$ cat src/rtl/mem_port_arbiter.sv
// Arbitrates one variable-latency memory port between instruction fetch (IF) and data access (ME).
// ME wins by default; IF is forced through after MAX_ME_STREAK consecutive ME grants while it waits.
module mem_port_arbiter #(
    parameter int ADDR_W        = 32,
    parameter int DATA_W        = 32,
    parameter int MAX_ME_STREAK = 4
) (
    input  logic                clk,
    input  logic                rst,

    input  logic                if_req,
    input  logic [ADDR_W-1:0]   if_addr,
    input  logic                if_kill,
    output logic [DATA_W-1:0]   if_rdata,
    output logic                if_done,

    input  logic                me_req,
    input  logic                me_we,
    input  logic [DATA_W/8-1:0] me_wstrb,
    input  logic [ADDR_W-1:0]   me_addr,
    input  logic [DATA_W-1:0]   me_wdata,
    output logic [DATA_W-1:0]   me_rdata,
    output logic                me_done,

    output logic                mem_req,
    output logic                mem_we,
    output logic [DATA_W/8-1:0] mem_wstrb,
    output logic [ADDR_W-1:0]   mem_addr,
    output logic [DATA_W-1:0]   mem_wdata,
    input  logic                mem_ack,
    input  logic [DATA_W-1:0]   mem_rdata,

    output logic                busy,
    output logic                owner
);

    // state  | meaning
    // IDLE   | arbitrate between IF and ME, latch the winner onto mem_*
    // XFER   | mem_req held with stable payload until mem_ack
    // RESP   | one cycle carrying the done pulse, no arbitration
    typedef enum logic [1:0] {
        ST_IDLE = 2'd0,
        ST_XFER = 2'd1,
        ST_RESP = 2'd2
    } state_t;

    localparam int          STRB_W     = DATA_W / 8;
    localparam logic [3:0]  STREAK_MAX = 4'(MAX_ME_STREAK);

    state_t              r_state;
    logic [3:0]          r_streak;
    logic                r_killed;
    logic                r_owner;
    logic                r_mem_req;
    logic                r_mem_we;
    logic [STRB_W-1:0]   r_mem_wstrb;
    logic [ADDR_W-1:0]   r_mem_addr;
    logic [DATA_W-1:0]   r_mem_wdata;
    logic [DATA_W-1:0]   r_if_rdata;
    logic [DATA_W-1:0]   r_me_rdata;
    logic                r_if_done;
    logic                r_me_done;

    logic                w_if_elig;
    logic                w_streak_max;
    logic                w_grant_me;
    logic                w_grant_if;
    logic                w_if_killed;

    assign w_if_elig    = if_req & ~if_kill;
    assign w_streak_max = (r_streak == STREAK_MAX);
    assign w_grant_me   = me_req & ~(w_if_elig & w_streak_max);
    assign w_grant_if   = w_if_elig & ~w_grant_me;
    // A kill arriving in the same cycle as the ack must also suppress the fetch result.
    assign w_if_killed  = r_killed | if_kill;

    always_ff @(posedge clk) begin
        if (!rst) begin
            r_state     <= ST_IDLE;
            r_streak    <= '0;
            r_killed    <= 1'b0;
            r_owner     <= 1'b0;
            r_mem_req   <= 1'b0;
            r_mem_we    <= 1'b0;
            r_mem_wstrb <= '0;
            r_mem_addr  <= '0;
            r_mem_wdata <= '0;
            r_if_rdata  <= '0;
            r_me_rdata  <= '0;
            r_if_done   <= 1'b0;
            r_me_done   <= 1'b0;
        end else begin
            r_if_done <= 1'b0;
            r_me_done <= 1'b0;
            case (r_state)
                ST_IDLE: begin
                    if (w_grant_me) begin
                        r_owner     <= 1'b1;
                        r_mem_req   <= 1'b1;
                        r_mem_we    <= me_we;
                        r_mem_wstrb <= me_wstrb;
                        r_mem_addr  <= me_addr;
                        r_mem_wdata <= me_wdata;
                        r_state     <= ST_XFER;
                        if (!w_if_elig)
                            r_streak <= '0;
                        else if (!w_streak_max)
                            r_streak <= r_streak + 4'd1;
                    end else if (w_grant_if) begin
                        r_owner     <= 1'b0;
                        r_mem_req   <= 1'b1;
                        r_mem_we    <= 1'b0;
                        r_mem_wstrb <= '0;
                        r_mem_addr  <= if_addr;
                        r_mem_wdata <= '0;
                        r_streak    <= '0;
                        r_state     <= ST_XFER;
                    end
                end
                ST_XFER: begin
                    if (!r_owner && if_kill)
                        r_killed <= 1'b1;
                    if (mem_ack) begin
                        r_mem_req <= 1'b0;
                        r_killed  <= 1'b0;
                        r_state   <= ST_RESP;
                        if (r_owner) begin
                            r_me_rdata <= mem_rdata;
                            r_me_done  <= 1'b1;
                        end else if (!w_if_killed) begin
                            r_if_rdata <= mem_rdata;
                            r_if_done  <= 1'b1;
                        end
                    end
                end
                ST_RESP: begin
                    r_state <= ST_IDLE;
                end
                default: begin
                    r_state <= ST_IDLE;
                end
            endcase
        end
    end

    assign mem_req   = r_mem_req;
    assign mem_we    = r_mem_we;
    assign mem_wstrb = r_mem_wstrb;
    assign mem_addr  = r_mem_addr;
    assign mem_wdata = r_mem_wdata;
    assign if_rdata  = r_if_rdata;
    assign me_rdata  = r_me_rdata;
    assign if_done   = r_if_done;
    assign me_done   = r_me_done;
    assign owner     = r_owner;
    assign busy      = (r_state != ST_IDLE);

endmodule

$ cat config.mk
export PLATFORM = sky130hd
export DESIGN_NAME = mem_port_arbiter
export DESIGN_NICKNAME = d
export VERILOG_FILES = /design/src/rtl/mem_port_arbiter.sv
export SDC_FILE = /design/constraint.sdc
export NUM_CORES = 1
export LEC_CHECK = 0
export CAP_MARGIN = 20
export CORE_MARGIN = 2
export CORE_UTILIZATION = 36
export CTS_CLUSTER_DIAMETER = 40
export DETAILED_ROUTE_END_ITERATION = 7
export MAX_ROUTING_LAYER = met4
export PLACE_DENSITY_LB_ADDON = 0.15
export SLEW_MARGIN = 20
export SYNTH_ARGS = -nofsm -noshare
export SYNTH_HDL_FRONTEND = slang
export SYNTH_SLANG_ARGS = --single-unit
$ cat constraint.sdc
create_clock -name clk -period 1.4 [get_ports clk]
set_input_delay 0.28 -clock clk [delete_from_list [all_inputs] [get_ports clk]]
set_output_delay 0.28 -clock clk [all_outputs]
set_load 0.005 [all_outputs]
; ---- Word level (Yosys, flattened, before mapping)
; Cells that the tools add are included.
[classes]
n_addsub = 1
mul = 0
div = 0
n_lt_le_gt_ge = 0
n_eq_ne = 5
shifts = 0
n_mux = 24
bitwise = 13
reduce_logical = 16
[op_table]
columns = cell, count
row1 = two-way mux 32 bit, 4
row2 = two-way mux 4 bit, 5
row3 = AND reduction 3 bit, 4
row4 = two-way mux 1 bit, 10
row5 = NOT 1 bit, 8
row6 = nonzero test 2 bit, 4
row7 = two-way mux 2 bit, 3
row8 = "inequality test 3 bit, second input constant", 2
row9 = AND reduction 2 bit, 3
row10 = "adder 4 x 1 -> 4 bit, second input constant", 1
row11 = bitwise AND 1 bit, 4
row12 = "== test 4 x 3 -> 1 bit, second input constant", 1
row13 = case mux 2 bit (2 select lines), 1
row14 = AND reduction 4 bit, 1
row15 = OR reduction 4 bit, 1
row16 = "== test 2 x 1 -> 1 bit, second input constant", 1
row17 = logical NOT 2 bit, 1
row18 = "inequality test 2 bit, second input constant", 1
row19 = case mux 1 bit (2 select lines), 1
row20 = logical AND 1 bit, 1
row21 = logical NOT 1 bit, 1
row22 = OR 1 bit, 1
[word_totals]
regBits = 144
latch_bits = 0
ram_bits = 0
mem_bits_ro = 0
in_bits = 139
output_inout_bits = 138
wordCells = 72
memories = 0

; ---- Longest topological paths before layout
; Gate-level depths: netlist of run 1.
[depth]
word_depth = 10
depth_mapped = 8
ltp_nobuf = 6

; ---- Least setup slack after synthesis of run 1
; No wires, ideal clock.
[synth_path]
path_type = register to register
startpoint = register r_streak[0]
endpoint = register r_streak[3]
setup_ns = 0.074
arrival_ns = 1.341
slack_ns = -0.015
stages_incl_launch_ff = 7
n_path_buf = 0
cell_sequence = dfxtp_1 -> inv_1 -> ha_1 -> nand3b_1 -> nand4_1 -> or3_1 -> a31oi_1
[synth_between]
elab_chain_cells = 8
word_cells_on_any_way = 13
classes_between = add/sub: 1 / eq/ne: 2 / mux: 3 / bitwise: 5 / reduce/logical: 2
[synth_rtl]
columns = element, line
row1 = "start, declared", 51  ; logic [3:0] r_streak;
row2 = "start signal, assigned", 108  ; r_streak <= r_streak + 4'd1;
row3 = == test 4 x 3 -> 1 bit, 71  ; assign w_streak_max = (r_streak == STREAK_MAX);
row4 = bitwise AND 1 bit, 72  ; assign w_grant_me = me_req & ~(w_if_elig & w_streak_max);
row5 = NOT 1 bit, 72
row6 = bitwise AND 1 bit, 72
row7 = NOT 1 bit, 73  ; assign w_grant_if = w_if_elig & ~w_grant_me;
row8 = bitwise AND 1 bit, 73
row9 = nonzero test 2 bit (no line), n/a
row10 = AND reduction 3 bit (no line), n/a
; Parallel ways exist; a longest one is shown, timed or not. The select of a mux whose other input is x is not followed.
; A chain may end at the register's enable or synchronous reset.

; ---- Worst setup path in the final report of run 1
[layout_path]
startpoint = register r_streak[0]
endpoint = register r_mem_addr[8] (netlist: mem_addr[8])
[layout_between]
elab_chain_cells = 8
word_cells_on_any_way = 9
classes_between = eq/ne: 1 / mux: 1 / bitwise: 5 / reduce/logical: 2
[layout_rtl]
columns = element, line
row1 = == test 4 x 3 -> 1 bit (*), 71
row2 = bitwise AND 1 bit (*), 72
row3 = NOT 1 bit (*), 72
row4 = bitwise AND 1 bit (*), 72
row5 = NOT 1 bit, 73
row6 = bitwise AND 1 bit, 73
row7 = nonzero test 2 bit (no line), n/a
row8 = AND reduction 2 bit (no line), n/a
row9 = "end signal, assigned", 102  ; r_mem_addr <= me_addr;
row10 = "end signal, assigned", 114  ; r_mem_addr <= if_addr;
row11 = "end, declared", 57  ; logic [ADDR_W-1:0] r_mem_addr;
; Every way passes the cells marked *; elsewhere a longest branch is shown, timed or not.

==> results of run 1 <==
layer usage:
| metal | vias to the layer above | wire (µm) | track usage (%) |
|---|---|---|---|
| met2 | 266 | 11300 | 37.9 |
| li1 | 2921 | - | - |
| met3 | 43 | 1530 | 6.33 |
| met4 | 0 | 588 | 8.60 |
| met1 | 2959 | 8630 | 28.1 |
| met5 | - | 0 | - |
what timing repair did:
action | in CTS | in global routing
cloned | 8 | 13
gates resized for setup | 204 | 304
buffers inserted | 5 | 12
pin swaps | 27 | 147
setup endpoints to repair | 245 | 141
Yosys cell counts (2+ instances only):
master,count
o21ai_1,5
o21ai_0,30
buf_2,34
nor2_1,7
ha_1,2
clkbuf_1,19
o21a_1,2
nand2_1,202
nand4_1,2
dfxtp_1,144
a21oi_1,168
inv_1,6
buf_6,3
nand3_1,39
worst paths after layout:
kind                                     from       endpoint
worst max register to register    r_streak[0]    mem_addr[8]
worst min register to register  mem_wdata[17]  mem_wdata[17]
worst max-delay path              r_streak[0]    mem_addr[8]
worst min-delay path              if_addr[14]   mem_addr[14]
worst register-to-register path, cell delays in order (launching register included):
cell       delay (ps)
dfxtp_2           320
inv_2              80
ha_4              130
nand3b_1          150
buf_4             190
o21ai_4           170
buf_4             170
clkbuf_16         150
nand2_1            50
a21oi_1           120
layout make-up:
cell class              instances  share of cell area (%)
repair buffers                350                    33.5
multi-input cells             474                    32.0
flip-flops and latches        144                    26.3
clock buffers                  22                    4.48
well taps                     184                    2.09
clock inverters                10                    1.41
inverters                       6                   0.216
power by group through the flow:
stage          logic [mW]  clock network (mW)  registers [mW]
2_1_floorplan       0.545                   0            4.50
5_1_grt              2.18                5.19            4.43
3_3_place_gp         1.65                   0            4.48
3_5_place_dp         1.65                   0            4.48
6_report             2.05                4.97            4.41
4_1_cts              1.67                5.02            4.40
registers in the layout, indices dropped and copies added (netlist names):
register   flops
r_streak       4
mem_we         1
mem_req        1
mem_addr      32
mem_wdata     32
r_killed       1
me_done        1
mem_wstrb      4
if_rdata      32
me_rdata      32
owner          1
if_done        1
r_state        2
metrics by stage:
| stage | area (µm²) | util (%) |
|---|---|---|
| 2_1_floorplan | 5380 | - |
| 3_3_place_gp | 8560 | 58.7 |
| 3_5_place_dp | 8560 | 58.7 |
| 4_1_cts | 9520 | 65.3 |
| 5_1_grt | 11000 | 75.6 |
| 6_report | 11000 | 75.6 |
cell families (layout without fill, tap and decap cells):
| family | Yosys count | after routing |
|---|---|---|
| simple gates | 263 | 263 |
| fa+ha+maj | 2 | 2 |
| flops | 144 | 144 |
| compound gates | 208 | 208 |
| mux | 1 | 1 |
| buf+inv | 62 | 388 |
==> results.sh, run 1 <==
export IMPL_fmax_ghz=0.624
export IMPL_max_stage_delay_ps=320
export IMPL_gp_congestion=0.799
export IMPL_report_final_slew_viol_count=0
export IMPL_final_setup_worst_slack_ps=-201
export IMPL_yosys_area_share_adder_pct=0.465
export IMPL_final_cell_count_no_fill=1190
export IMPL_synth_area_leaders="dfxtp_1 54%, a21oi_1 16%, nand2_1 14%"
export IMPL_clk_pin_slew_ps=60
export IMPL_power_density_nw_per_um2=1040
export IMPL_grt_overflow=0
export IMPL_path_buf_inv=4
export IMPL_syn_area_um2=5380
export IMPL_h_tree_depth=4
export IMPL_port_buffers=276
export IMPL_min_path_type="input port to register"
export IMPL_ys_dominant_reg_cell="dfxtp_1"
export IMPL_synth_edf_count=0
export IMPL_nets=1134
export IMPL_crit_chain="inv_2 -> ha_4 -> nand3b_1 -> buf_4 -> o21ai_4 -> buf_4 -> clkbuf_16 -> nand2_1 -> a21oi_1"
export IMPL_synth_cells=680
export IMPL_avgSynthCellArea_um2=7.91
export IMPL_yosys_area_top_type="dfxtp_1"
export IMPL_arrival_ps=1950
export IMPL_place_ws_ps=-499
export IMPL_tightest_slew_ps=351
export IMPL_grt_max_degree=49
export IMPL_final_period_utilization_pct=114
export IMPL_vias=6189
export IMPL_drtPass1Iterations=5
export IMPL_grt_pass1_vias=5541
export IMPL_antenna_found_initial=0
export IMPL_insertion_delay_ps=420
export IMPL_die_w_um=126
export IMPL_setup_viol=130
export IMPL_power_leakage_nw=4.68
export IMPL_yosys_register_bits=144
export IMPL_yosys_area_share_simple_pct=20.6
export IMPL_path_common_cell="buf_4"
export IMPL_hold_depth=3
export IMPL_ant_nets=0
export IMPL_die_area_um2=15900
export IMPL_synth_top_family_by_area="simple AND/OR/NAND/NOR gates"
export IMPL_internal_power_mw=8.58
export IMPL_clock_skew_ps=6.70
export IMPL_synthesis_nets=821
export IMPL_cpMaxStageDelayCell="dfxtp_2"
export IMPL_violations="setup timing"
export IMPL_crit_required_ps=1750
export IMPL_fin_crit_ps=1600
export IMPL_cts_tree="built"
export IMPL_synth_top_cell_area_share_pct=53.6
export IMPL_r2r_worst_path_cells=9
export IMPL_num_antenna_cells=0
export IMPL_worstPathMaxFanout=8
export IMPL_rsz0062_at_grt="true"
export IMPL_setup_tns_ps=-13640
export IMPL_muxShareOfSynthArea_pct=0.209
export IMPL_cp_num_cells=9
export IMPL_wl_per_cell_um=18.5
export IMPL_ys_seq_area_share_pct=53.6
export IMPL_clkPwrFrac_pct=43.5
export IMPL_synthArstFlopShare_pct=0
export IMPL_multi_input_area_um2=3530
export IMPL_path_class="register to register"
export IMPL_ctsHoldBuffers=0
export IMPL_final_cell_mix="137 x clkdlybuf4s50_1, 137 x dlygate4sd2_1, 136 x dfxtp_1"
export IMPL_cap_violations=0
export IMPL_fillers=1067
export IMPL_initial_utilization_pct=36.9
export IMPL_synth_cell_type_count=31
export IMPL_status="finished with violations"
export IMPL_endpoint_kind="register"
export IMPL_total_power_mw=11.4
export IMPL_synth_compound_area_share_pct=19.6
export IMPL_drive_gt1_share_pct=37.3
export IMPL_hpwl_um=11800
export IMPL_fin_hold_ws_ps=402
export IMPL_dp_cells=1122
export IMPL_cp_top_family="buffers and inverters"
export IMPL_ios=277
export IMPL_via_per_inst=5.20
export IMPL_cts_root_buf="clkbuf_16"
export IMPL_grt_total_usage_pct=23.4
export IMPL_seqPwrFrac_pct=38.6
export IMPL_vdd_drop_max_mv=0.824
export IMPL_register_area_um2=2900
export IMPL_clock_path_buffers=2
export IMPL_relSlewSlack_pct=76.6
export IMPL_area_growth_syn_to_layout_pct=105
export IMPL_p_switching_mw=2.85
export IMPL_die_h_um=126
export IMPL_grt_pass1_wl_um=29000
export IMPL_p_comb_share_pct=17.9
export IMPL_first_iter_violations=273
export IMPL_clock_sinks=144
export IMPL_finalHoldViolations=0
export IMPL_switching_share_pct=25.0
export IMPL_reg2reg_slack_ps=-200
export IMPL_rows=44
export IMPL_yosys_warnings=0
export IMPL_drc=0
export IMPL_core_area_um2=14600
export IMPL_start_kind="register"
export IMPL_wl_um=22000
export IMPL_synth_xor_area_share_pct=0
export IMPL_cts_buffers=17
Note: power is estimated with default switching activity, not from simulation.
==> run 2: changes to the inputs <==
--- a/config.mk
+++ b/config.mk
@@ -11,7 +11,7 @@
 export CTS_CLUSTER_DIAMETER = 40
 export DETAILED_ROUTE_END_ITERATION = 7
 export MAX_ROUTING_LAYER = met4
-export PLACE_DENSITY_LB_ADDON = 0.15
+export PLACE_DENSITY = 0.75
 export SLEW_MARGIN = 20
 export SYNTH_ARGS = -nofsm -noshare
 export SYNTH_HDL_FRONTEND = slang
==> run 2 against run 1 <==
The run still ends with setup timing left. Utilization decreased by 5.4 points. Die area unchanged. Final cell count decreased by 0.34%. Power decreased by 0.62%. Fmax increased by 0.61%. Hold slack improved by 5.6 ps. Register-to-register slack about the same. Global-route usage increased by 0.23 points. Design area decreased by 7.1%. Clock power increased by 2%. Count of clock-buffer cells in the layout decreased by 3. Setup slack improved by 9.7 ps. Critical endpoint is now if_rdata[9]. Largest cell class unchanged. Largest power group unchanged. Highest routed layer unchanged.
==> results.sh, run 2 (same netlist as run 1, synthesis figures left out) <==
export IMPL_final_cell_mix="165 x nand2_1, 137 x clkdlybuf4s50_1, 137 x dlygate4sd2_1"
export IMPL_status="finished with violations"
export IMPL_endpoint_kind="register"
export IMPL_grt_pass1_vias=5817
export IMPL_relSlewSlack_pct=79.6
export IMPL_gp_congestion=0.847
export IMPL_worstReg2RegStart="r_state[1]"
export IMPL_clock_path_buffers=2
export IMPL_arrival_ps=1890
export IMPL_initial_utilization_pct=36.9
export IMPL_drc=0
export IMPL_core_area_um2=14600
export IMPL_h_tree_depth=4
export IMPL_grt_pass1_wl_um=29400
export IMPL_hpwl_um=12200
export IMPL_antenna_found_initial=0
export IMPL_die_w_um=126
export IMPL_final_period_utilization_pct=114
export IMPL_drtPass1Iterations=4
export IMPL_ios=277
export IMPL_nets=1130
export IMPL_clock_sinks=144
export IMPL_fin_hold_ws_ps=407
export IMPL_finalHoldViolations=0
export IMPL_die_area_um2=15900
export IMPL_min_path_type="input port to register"
export IMPL_cts_root_buf="clkbuf_16"
export IMPL_ant_nets=0
export IMPL_grt_overflow=0
export IMPL_drive_gt1_share_pct=24.4
export IMPL_setup_viol=136
export IMPL_wl_per_cell_um=17.0
export IMPL_power_density_nw_per_um2=1110
export IMPL_final_setup_worst_slack_ps=-192
export IMPL_grt_max_degree=42
export IMPL_crit_required_ps=1700
export IMPL_start_kind="register"
export IMPL_rows=44
export IMPL_worstPathMaxFanout=16
export IMPL_num_antenna_cells=0
export IMPL_tightest_slew_ps=306
export IMPL_via_per_inst=5.05
export IMPL_final_cell_area_um2=10200
export IMPL_vdd_drop_max_mv=0.752
export IMPL_area_growth_syn_to_layout_pct=90.6
export IMPL_insertion_delay_ps=410
export IMPL_clock_skew_ps=6.85
export IMPL_vias=5987
export IMPL_fin_crit_ps=1590
export IMPL_power_leakage_nw=4.41
export IMPL_rsz0062_at_grt="true"
export IMPL_cts_tree="built"
export IMPL_dpl_cell_area_um2=8630
export IMPL_cp_startpoint="r_state[1]"
export IMPL_port_buffers=276
export IMPL_mostFrequentLayoutCell="nand2_1"
export IMPL_wl_um=20200
export IMPL_fmax_ghz=0.628
export IMPL_hp_start="if_addr[25]"
export IMPL_cap_violations=0
export IMPL_first_iter_violations=289
export IMPL_violations="setup timing"
export IMPL_clk_pin_slew_ps=60
export IMPL_ctsHoldBuffers=0
export IMPL_grt_total_usage_pct=23.7
export IMPL_path_class="register to register"
export IMPL_report_final_slew_viol_count=0
export IMPL_die_h_um=126
export IMPL_cts_buffers=17
## run 2: cell type report
| class | count | area, µm² |
|---|---|---|
| Inverter | 6 | 23.8 |
| Sequential cell | 144 | 2900 |
| Timing Repair Buffer | 346 | 3580 |
| Clock inverter | 13 | 210 |
| Multi-Input combinational cell | 474 | 2850 |
| Fill cell | 1190 | 4340 |
| Tap cell | 184 | 230 |
| Clock buffer | 19 | 453 |
## run 2: path summary, 6_finish.rpt
kind / cells past startpoint / slack [ps] / end
min reg2reg: 2 / 450 / me_rdata[26]
min: 3 / 410 / mem_addr[25]
max: 6 / -190 / if_rdata[9]
max reg2reg: 6 / -190 / if_rdata[9]
## run 2: through the flow
| stage | utilization [%] | setup TNS (ps) | std cells | power, mW | setup WS [ps] |
|---|---|---|---|---|---|
| CTS | 65.4 | -10250 | 1176 | 11.2 | -154 |
| detailed placement | 59.2 | -65100 | 1130 | 6.15 | -554 |
| floorplan | - | -388 | 680 | 5.05 | -13.2 |
| global route | 70.2 | -24610 | 1186 | 11.8 | -271 |
| finish | 70.2 | -15140 | 1186 | 11.4 | -192 |
| global placement | 59.2 | -60920 | 1130 | 6.14 | -495 |
## run 2: metal layers
metal / global-route usage (%) / part of all wire [%]
met5: - / 0
met2: 39.2 / 50
met1: 27.3 / 40
met4: 9.18 / 2.7
met3: 6.63 / 7.2
## run 2: repair_timing
item | in CTS | in global routing
setup endpoints to repair | 261 | 141
cloned | 6 | 8
resized for setup | 198 | 133
setup buffers | 8 | 3
pin swaps | 16 | 62
## run 2: power by group
group          internal (mW)  switching (mW)
logic                   1.03           0.866
clock network           3.26            1.80
registers               4.30          0.0986
total                   8.59            2.77
## run 2: critical path, cell delays in order (launching register included)
cell	delay (ps)
dfxtp_4	360
buf_6	120
nand3b_4	140
or4_4	500
clkbuf_16	220
nand2_1	70
a21oi_1	60
==> run 3: changes to the inputs <==
--- a/config.mk
+++ b/config.mk
@@ -5,13 +5,15 @@
 export SDC_FILE = /design/constraint.sdc
 export NUM_CORES = 1
 export LEC_CHECK = 0
+export ABC_AREA = 1
 export CAP_MARGIN = 20
+export CORE_ASPECT_RATIO = 0.7
 export CORE_MARGIN = 2
-export CORE_UTILIZATION = 36
+export CORE_UTILIZATION = 37
 export CTS_CLUSTER_DIAMETER = 40
 export DETAILED_ROUTE_END_ITERATION = 7
 export MAX_ROUTING_LAYER = met4
-export PLACE_DENSITY = 0.75
+export PLACE_DENSITY = 0.74
 export SLEW_MARGIN = 20
 export SYNTH_ARGS = -nofsm -noshare
 export SYNTH_HDL_FRONTEND = slang
==> run 3 against run 2 <==
Critical endpoint is now me_rdata[22]. Largest power group unchanged. Die area up 6.2%. Setup slack improved by 63 ps. First-iteration DRC count rose by 49%. Area after synthesis grew 9.2%. Synthesized cell count grew 21%. Global-route usage up 0.62 points. Critical path depth up 3. The run still ends with setup timing left. Count of clock-buffer cells in the layout down 1. Critical path type unchanged. Final cell count grew 14%. Via count up 12%.
==> results.sh, run 3 <==
export IMPL_r2r_worst_path_cells=9
export IMPL_final_period_utilization_pct=109
export IMPL_insertion_delay_ps=420
export IMPL_synth_edf_count=0
export IMPL_syn_area_um2=5870
export IMPL_clock_skew_ps=10.1
export IMPL_synth_top_cell_area_share_pct=49.1
export IMPL_via_per_inst=4.96
export IMPL_rows=38
export IMPL_fin_crit_ps=1530
export IMPL_status="finished with violations"
export IMPL_die_h_um=109
export IMPL_start_kind="register"
export IMPL_violations="setup timing"
export IMPL_wl_um=23500
export IMPL_synth_area_leaders="dfxtp_1 49%, nor2_1 11%, nand2_1 9.1%"
export IMPL_final_cell_mix="153 x nor2_1, 135 x dfxtp_1, 135 x clkdlybuf4s50_1, 135 x dlygate4sd2_1, 123 x nand2_1"
export IMPL_grt_max_degree=80
export IMPL_synth_cell_type_count=24
export IMPL_power_density_nw_per_um2=1060
export IMPL_endpoint_kind="register"
export IMPL_crit_required_ps=1740
export IMPL_drc=0
export IMPL_grt_pass1_vias=6128
export IMPL_area_growth_syn_to_layout_pct=86.1
export IMPL_tightest_slew_ps=405
export IMPL_grt_overflow=0
export IMPL_port_buffers=276
export IMPL_grt_total_usage_pct=24.3
export IMPL_power_leakage_nw=5.11
export IMPL_rsz0062_at_grt="true"
export IMPL_hpwl_um=12600
export IMPL_core_area_um2=15500
export IMPL_vias=6707
export IMPL_final_setup_worst_slack_ps=-129
export IMPL_yosys_warnings=0
export IMPL_worstPathMaxFanout=8
export IMPL_cap_violations=0
export IMPL_final_core_util_pct=70.5
export IMPL_ios=277
export IMPL_place_ws_ps=-396
export IMPL_grt_pass1_wl_um=31500
export IMPL_fmax_ghz=0.654
export IMPL_min_path_type="input port to register"
export IMPL_num_antenna_cells=0
export IMPL_antenna_found_initial=0
export IMPL_mostFrequentLayoutCell="nor2_1"
export IMPL_cts_buffers=17
export IMPL_ctsHoldBuffers=0
export IMPL_ys_seq_area_share_pct=49.1
export IMPL_die_w_um=155
export IMPL_synthMostInstantiatedCell="nor2_1"
export IMPL_synthesis_nets=965
export IMPL_nets=1279
export IMPL_h_tree_depth=4
export IMPL_yosys_register_bits=144
export IMPL_die_area_um2=16900
export IMPL_synthArstFlopShare_pct=0
export IMPL_setup_viol=105
export IMPL_setup_tns_ps=-4700
export IMPL_ant_nets=0
export IMPL_gp_congestion=0.810
export IMPL_synthTopCellsByCount="176 x nor2_1, 144 x dfxtp_1, 142 x nand2_1, 77 x inv_1, 74 x nand3_1"
export IMPL_first_iter_violations=430
export IMPL_yosys_area_top_type="dfxtp_1"
export IMPL_cts_tree="built"
export IMPL_finalHoldViolations=0
export IMPL_drtPass1Iterations=6
export IMPL_ys_dominant_reg_cell="dfxtp_1"
export IMPL_drive_gt1_share_pct=22.4
export IMPL_fillers=1221
export IMPL_hold_depth=3
export IMPL_clock_sinks=144
export IMPL_wl_per_cell_um=17.4
export IMPL_relSlewSlack_pct=73.0
export IMPL_path_class="register to register"
export IMPL_clock_path_buffers=2
export IMPL_initial_utilization_pct=37.9
export IMPL_cts_root_buf="clkbuf_16"
export IMPL_vdd_drop_max_mv=0.757
export IMPL_report_final_slew_viol_count=0
export IMPL_synth_cells=824
export IMPL_arrival_ps=1870
export IMPL_clk_pin_slew_ps=60
export IMPL_avgSynthCellArea_um2=7.13
==> run 3: final cells by class <==
type / instances / area, µm² / share of cell area [%]
clock buffers: 18 / 439 / 4.02
clock inverters: 14 / 204 / 1.87
inverters: 79 / 297 / 2.71
multi-input cells: 545 / 2970 / 27.2
flip-flops and latches: 144 / 2900 / 26.5
well taps: 200 / 250 / 2.29
repair buffers: 351 / 3870 / 35.4
==> run 3: power breakdown <==
| part | switching [mW] | internal (mW) | total, mW |
|---|---|---|---|
| Combinational | 1.02 | 1.18 | 2.21 |
| Sequential | 0.117 | 4.33 | 4.45 |
| Clock | 1.91 | 3.07 | 4.98 |
| Total | 3.05 | 8.59 | 11.6 |
==> run 3: logic make-up after synthesis <==
kind of cell | Yosys count | share of synthesized area [%]
AND/OR/NAND/NOR | 401 | 28.0
flip-flops | 144 | 49.1
AO/OA/AOI/OAI | 141 | 12.1
buffers and inverters | 135 | 10.3
adder cells (fa/ha/maj) | 2 | 0.426
XOR/XNOR | 1 | 0.149
==> run 3: what timing repair did <==
item | CTS | global route
hold endpoints to repair | 0 | 0
pin swaps | 15 | 46
endpoints found under the setup margin | 211 | 112
gates resized for setup | 227 | 115
setup buffers | 13 | 11
gates cloned | 10 | 21
==> run 3: path summary, 6_finish.rpt <==
check / start / endpoint / slack, ps
worst max-delay path: r_state[0] / me_rdata[22] / -130
worst min-delay path: rst / r_killed / 170
worst max register to register: r_state[0] / me_rdata[22] / -130
worst min register to register: mem_wdata[10] / mem_wdata[10] / 460
==> run 3: routing by layer <==
layer,global-route usage (%),vias to the layer above,share of wire (%)
met5,-,-,0
met4,8.20,0,2.2
met3,6.42,49,7.4
met2,39.1,296,47
met1,30.0,3131,43
li1,-,3231,-
==> run 3: worst max-delay path, cell delays in order, from the launching register on <==
cell       delay, ps
dfxtp_2          360
inv_2             50
nor2_4           120
nand2_4           80
buf_12           130
nor2_4           160
buf_4            160
clkbuf_16        140
o21ai_0           90
a21oi_1          160
==> run 3: per-stage QoR <==
stage / cells / hold slack (ps) / area, µm² / power (mW)
2_1_floorplan: 824 / 428 / 5880 / 5.26
6_report: 1351 / 168 / 10900 / 11.6
3_3_place_gp: 1269 / 451 / 8920 / 6.31
4_1_cts: 1324 / 153 / 10100 / 11.4
5_1_grt: 1351 / 162 / 10900 / 12.1
3_5_place_dp: 1269 / 450 / 8920 / 6.33
